**src/rtl/uart_tx_pkg.sv**
```systemverilog
// Shared definitions for the UART frame-sender arbiter slice.
// Contents: arbiter FSM state type, frame header bytes, payload width.
package uart_tx_pkg;

  typedef enum logic [1:0] {
    IDLE      = 2'd0,
    ISSUE     = 2'd1,
    WAIT_BUSY = 2'd2,
    WAIT_DONE = 2'd3
  } state_e;

  localparam logic [7:0]  FRAME_HDR0 = 8'hEB;
  localparam logic [7:0]  FRAME_HDR1 = 8'h9C;
  localparam int unsigned PAYLOAD_W  = 64;

endpackage

```
**src/rtl/rr_arbiter.sv**
```systemverilog
// Combinational round-robin pick.
// Ports:
//   req_i  - request vector
//   ptr_i  - index where the search starts
//   gnt_o  - one-hot grant (all zero when no request)
//   idx_o  - encoded index of the granted request (0 when none)
module rr_arbiter
  import uart_tx_pkg::*;
#(
  parameter  int unsigned N_REQ = 4,
  localparam int unsigned IW    = $clog2(N_REQ)
) (
  input  logic [N_REQ-1:0] req_i,
  input  logic [IW-1:0]    ptr_i,
  output logic [N_REQ-1:0] gnt_o,
  output logic [IW-1:0]    idx_o
);

  logic          found;
  logic [IW-1:0] k;

  // Scan from ptr_i upward, wrapping past N_REQ-1; first set bit wins.
  always_comb begin
    gnt_o = '0;
    idx_o = '0;
    found = 1'b0;
    k     = '0;
    for (int unsigned i = 0; i < N_REQ; i++) begin
      k = IW'((32'(ptr_i) + i) % N_REQ);
      if (!found && req_i[k]) begin
        found    = 1'b1;
        gnt_o[k] = 1'b1;
        idx_o    = k;
      end
    end
  end

endmodule

```
**src/rtl/uart_tx_arbiter.sv**
```systemverilog
// Round-robin arbiter sharing one UART frame sender among N_REQ producers.
// Grants one payload at a time, drives the sender valid/ready pair, holds
// the payload stable for the whole frame and flags a sender that never
// goes busy after issue.
// Ports:
//   clk, rst              - clock, synchronous active-high reset
//   req_valid/req_data    - per-requester pending flag and payload slice
//   req_ready             - one-hot accept (combinational, IDLE only)
//   fs_ready              - frame sender idle
//   fs_valid/fs_data      - payload handed to the frame sender
//   grant_id              - index of the requester being served
//   busy                  - arbiter not idle
//   err_timeout           - one-cycle pulse when the sender never went busy
//   frame_cnt             - frames completed (wraps)
module uart_tx_arbiter
  import uart_tx_pkg::*;
#(
  parameter  int unsigned N_REQ   = 4,
  parameter  int unsigned DATA_W  = PAYLOAD_W,
  parameter  int unsigned BUSY_TO = 16,
  localparam int unsigned IW      = $clog2(N_REQ)
) (
  input  logic                    clk,
  input  logic                    rst,
  input  logic [N_REQ-1:0]        req_valid,
  input  logic [N_REQ*DATA_W-1:0] req_data,
  output logic [N_REQ-1:0]        req_ready,
  input  logic                    fs_ready,
  output logic                    fs_valid,
  output logic [DATA_W-1:0]       fs_data,
  output logic [IW-1:0]           grant_id,
  output logic                    busy,
  output logic                    err_timeout,
  output logic [15:0]             frame_cnt
);

  localparam int unsigned TO_W = $clog2(BUSY_TO + 1);

  state_e            state_q, state_d;
  logic [IW-1:0]     rr_ptr_q, rr_ptr_d;
  logic [IW-1:0]     grant_id_q, grant_id_d;
  logic [DATA_W-1:0] fs_data_q, fs_data_d;
  logic [TO_W-1:0]   to_cnt_q, to_cnt_d;
  logic [15:0]       frame_cnt_q, frame_cnt_d;
  logic              err_q, err_d;

  logic [N_REQ-1:0]  win_gnt;
  logic [IW-1:0]     win_idx;

  rr_arbiter #(
    .N_REQ (N_REQ)
  ) u_rr (
    .req_i (req_valid),
    .ptr_i (rr_ptr_q),
    .gnt_o (win_gnt),
    .idx_o (win_idx)
  );

  always_ff @(posedge clk) begin
    if (rst) begin
      state_q     <= IDLE;
      rr_ptr_q    <= '0;
      grant_id_q  <= '0;
      fs_data_q   <= '0;
      to_cnt_q    <= '0;
      frame_cnt_q <= '0;
      err_q       <= 1'b0;
    end else begin
      state_q     <= state_d;
      rr_ptr_q    <= rr_ptr_d;
      grant_id_q  <= grant_id_d;
      fs_data_q   <= fs_data_d;
      to_cnt_q    <= to_cnt_d;
      frame_cnt_q <= frame_cnt_d;
      err_q       <= err_d;
    end
  end

  // to_cnt is zeroed at accept and counts every fs_valid cycle (ISSUE
  // included), so reaching BUSY_TO-1 in WAIT_BUSY means fs_valid has been
  // high for exactly BUSY_TO cycles.
  always_comb begin
    state_d     = state_q;
    rr_ptr_d    = rr_ptr_q;
    grant_id_d  = grant_id_q;
    fs_data_d   = fs_data_q;
    to_cnt_d    = to_cnt_q;
    frame_cnt_d = frame_cnt_q;
    err_d       = 1'b0;
    req_ready   = '0;
    fs_valid    = 1'b0;
    case (state_q)
      IDLE: begin
        if (fs_ready && (|req_valid)) begin
          req_ready  = rst ? '0 : win_gnt;
          fs_data_d  = req_data[win_idx*DATA_W +: DATA_W];
          grant_id_d = win_idx;
          rr_ptr_d   = (win_idx == IW'(N_REQ - 1)) ? '0 : win_idx + IW'(1);
          to_cnt_d   = '0;
          state_d    = ISSUE;
        end
      end
      ISSUE: begin
        fs_valid = 1'b1;
        to_cnt_d = to_cnt_q + TO_W'(1);
        state_d  = WAIT_BUSY;
      end
      WAIT_BUSY: begin
        fs_valid = 1'b1;
        to_cnt_d = to_cnt_q + TO_W'(1);
        if (!fs_ready) begin
          state_d = WAIT_DONE;
        end else if (to_cnt_q == TO_W'(BUSY_TO - 1)) begin
          err_d   = 1'b1;
          state_d = IDLE;
        end
      end
      WAIT_DONE: begin
        if (fs_ready) begin
          frame_cnt_d = frame_cnt_q + 16'd1;
          state_d     = IDLE;
        end
      end
      default: state_d = IDLE;
    endcase
  end

  assign fs_data     = fs_data_q;
  assign grant_id    = grant_id_q;
  assign busy        = (state_q != IDLE);
  assign err_timeout = err_q;
  assign frame_cnt   = frame_cnt_q;

endmodule
```
**config.mk**
```make
export PLATFORM = sky130hd
export DESIGN_NAME = uart_tx_arbiter
export DESIGN_NICKNAME = d
export VERILOG_FILES = /design/src/rtl/uart_tx_pkg.sv /design/src/rtl/rr_arbiter.sv /design/src/rtl/uart_tx_arbiter.sv
export SDC_FILE = /design/constraint.sdc
export NUM_CORES = 1
export LEC_CHECK = 0
export CAP_MARGIN = 40
export CORE_MARGIN = 10
export CORE_UTILIZATION = 30
export DETAILED_ROUTE_END_ITERATION = 7
export HOLD_SLACK_MARGIN = 0.1
export MAX_ROUTING_LAYER = met4
export PLACE_DENSITY = 0.71
export SYNTH_ARGS = -nofsm -noshare
export SYNTH_HDL_FRONTEND = slang
export SYNTH_SLANG_ARGS = --single-unit
```
**constraint.sdc**
```tcl
create_clock -name clk -period 2.7 [get_ports clk]
set_input_delay 0.54 -clock clk [delete_from_list [all_inputs] [get_ports clk]]
set_output_delay 0.54 -clock clk [all_outputs]
set_load 0.01 [all_outputs]
```
==> results.yml <==
grt:
  antenna_found_initial: 0
  grt.overflow.total: 0
  grt_max_degree: 93
  grt_pass1_wl_um: 37930
  grt_pass1_vias: 6591
  grt_usage_pct: 18.66
min_path:
  worstHoldStart: "to_cnt_q[4]"
  hold_path.class: "reg2reg"
timing:
  fmax_mhz: 357.8
  tightest_slew_ns: 0.9136
  rsz0062_at_grt: "yes"
  clock_skew_ns: 0.01292
  setup_tns_ns: -0.5410
  fin_crit_ns: 2.795
  timing.hold.ws_ns: 0.4896
  hold_viol: 0
  slew_headroom_pct: 39.09
  setup_viol: 11
  final_max_slew_viol_count: 0
  setup_slack_ns: -0.09512
  finalCritPeriodShare_pct: 103.5
critical_path:
  r2r_slack_ns: -0.1
  max_stage_delay_ns: 0.36
  endpoint_kind: "register"
  path_cells: "inv_2 > ha_4 > mux4_2 > buf_6 > buf_6 > o211a_1 > nor4_2 > buf_4 > o21ai_4 > buf_12 > buf_12 > clkbuf_16 > or2_2 > o221ai_2"
  crit_end: "fs_data[63]"
  arrival_ns: 3.07
  r2r-end: "fs_data[63]"
  r2r_start: "rr_ptr_q[0]"
  cp_slowest_cell: "dfxtp_2"
  crit_start: "rr_ptr_q[0]"
  start_kind: "register"
  worstSetupPathType: "reg2reg"
  crit_family: "buffers and inverters"
  path_buf_inv: 7
  crit_fanout: 8
  cp.required_ns: 2.97
  rr_worst_depth: 14
  cp.depth: 14
die:
  io_pins: 352
  fp.coreArea_um2: 20230
  rows: 52
  die_h_um: 163.4
  initial_core_util_pct: 30.48
  design.die.area_um2: 26690
  die_w_um: 163.4
yosys:
  synth_ff_type: "dfxtp_1"
  ys_top_cells_by_area: "dfxtp_1, mux2i_1, o221ai_2"
  synth_top_area_share_pct: 29.86
  syn_nets: 864
  synth_area_per_cell_um2: 10.51
  seq_area_frac_synth_pct: 29.86
  yosys.area.top_type: "dfxtp_1"
  synth-seq-cells: 92
  ys_warn_count: 0
  synth.distinct_cells: 50
  async_reset_ff_share_pct: 0
  syn_area_um2: 6167
  synth_edf_count: 0
  syn_inst: 587
power:
  leakagePower_nw: 4.490
  p_per_area_nw_per_um2: 786.0
  p_total_mw: 9.365
  irDropWorstVdd_mv: 0.4201
  pwr-share-seq_pct: 20.2
  swShare_pct: 37.09
  internal_power_mw: 5.892
  combPwrFrac_pct: 66.0
  clkPwrFrac_pct: 13.8
  p_switching_mw: 3.473
place:
  dp_slack_ns: -0.7011
  gp_congestion: 0.9261
  io_buffers: 351
  hpwlAfterDp_um: 19670
cts:
  clock-root-buffer: "clkbuf_16"
  clock-sinks: 92
  clkTransAtPathRegs_ns: 0.07
  cts_tree: "yes"
  clockBufferDepth: 2
  htreeDepth: 3
  holdBufCountCts: 0
  cts_made_buffers: 9
  worstSkewPairLatency_ns: 0.36
route:
  drtAntennaViolNets: 0
  viasPerCell: 5.146
  initialDrtViolationCount: 329
  wirelength_um: 29280
  wl_per_cell_um: 23.16
  first_pass_iters: 4
  vias: 6504
  drc_errors: 0
cells_and_area:
  fin_nets: 1266
  area_growth_pct: 93.20
  final_common_cell: "clkdlybuf4s50_1"
  diodes: 0
  drive_gt1_share_pct: 29.28
  fin_util_pct: 58.89
  layout_common_cells: "clkdlybuf4s50_1, dfxtp_1, nand3b_1"
  fill_cells: 1661
flow_run:
  max_cap_viol_count: 0
run_status:
  violations: "setup timing"
  status: "complete, but fails checks"
==> state kept, by name, indices dropped and copies added, names as in the netlist <==
register and count:
state_q 2, frame_cnt 16, grant_id 2, to_cnt_q 5, err_timeout 1, rr_ptr_q 2, fs_data 64
==> per-layer routing <==
metal	GRT usage (%)	wire length, um	up-vias
met5	-	0	-
met4	4.385	537	0
met3	5.563	2148	32
met2	31.71	14940	276
met1	21.09	11650	3143
li1	-	-	3053
==> cells in the mapped netlist (all sizes together), types with 3 or more instances <==
cell type,n
dfxtp,92
a22oi,6
nand2b,3
o221ai,64
nand4,3
o21ai,6
nand2,21
a21oi,10
or3,5
nand3b,65
ha,14
or2,4
xnor2,7
mux2i,134
mux4,3
and3,3
xor2,7
buf,30
mux2,3
inv,10
nor3,5
a221oi,4
nor2,37
nand3,9
clkbuf,24
==> worst reg2reg max path, cell delays in order (launching register included) <==
cell and delay, ns:
dfxtp_2 0.36, inv_2 0.06, ha_4 0.26, mux4_2 0.32, buf_6 0.15, buf_6 0.10, o211a_1 0.12, nor4_2 0.18
buf_4 0.18, o21ai_4 0.07, buf_12 0.15, buf_12 0.14, clkbuf_16 0.19, or2_2 0.29, o221ai_2 0.16
==> area by class of cell <==
cell class	instances	area [um2]	area share [%]
clock buffer	10	239.0	2.006
clock inverter	6	52.55	0.4410
inverter	10	37.54	0.3150
multi-input combinational	433	4720	39.61
sequential	92	1844	15.48
tap	270	337.8	2.835
timing repair buffer	443	4684	39.32
==> metrics by stage <==
stage                     instances  area, um2
after floorplan                 587       6181
after global placement         1208      10160
after detailed placement       1208      10160
after CTS                      1239      10680
after global routing           1264      11920
final                          1264      11920
==> worst min-delay path by stage <==
stage / to / cells past startpoint
2_1_floorplan: to_cnt_q[4] / 2
3_3_place_gp: to_cnt_q[4] / 2
3_5_place_dp: to_cnt_q[4] / 2
4_1_cts: to_cnt_q[4] / 2
5_1_grt: to_cnt_q[0] / 2
6_report: to_cnt_q[4] / 2
==> power by group through the flow <==
stage / registers [mW] / logic, mW / clock network (mW)
after floorplan: 2.02 / 2.27 / 0
final: 1.89 / 6.18 / 1.29
after global routing: 1.93 / 6.49 / 1.36
after global placement: 1.91 / 4.20 / 0
after detailed placement: 1.91 / 4.23 / 0
after CTS: 1.89 / 4.61 / 1.32
==> kinds of logic after synthesis <==
logic type | synth area share (%)
buffers and inverters | 7.081
XOR/XNOR | 1.988
multiplexers | 23.45
AND/OR/NAND/NOR | 15.91
adder cells (fa/ha/maj) | 2.840
AO/OA/AOI/OAI | 18.87
flip-flops | 29.86
==> timing repair <==
item / 4_1_cts / 5_1_grt
setup buffers: 14 / 7
endpoints found under the setup margin: 68 / 68
gates cloned: 1 / 20
resized for setup: 40 / 159
pin swaps: 10 / 38
Note: power is estimated with default switching activity, not from simulation.
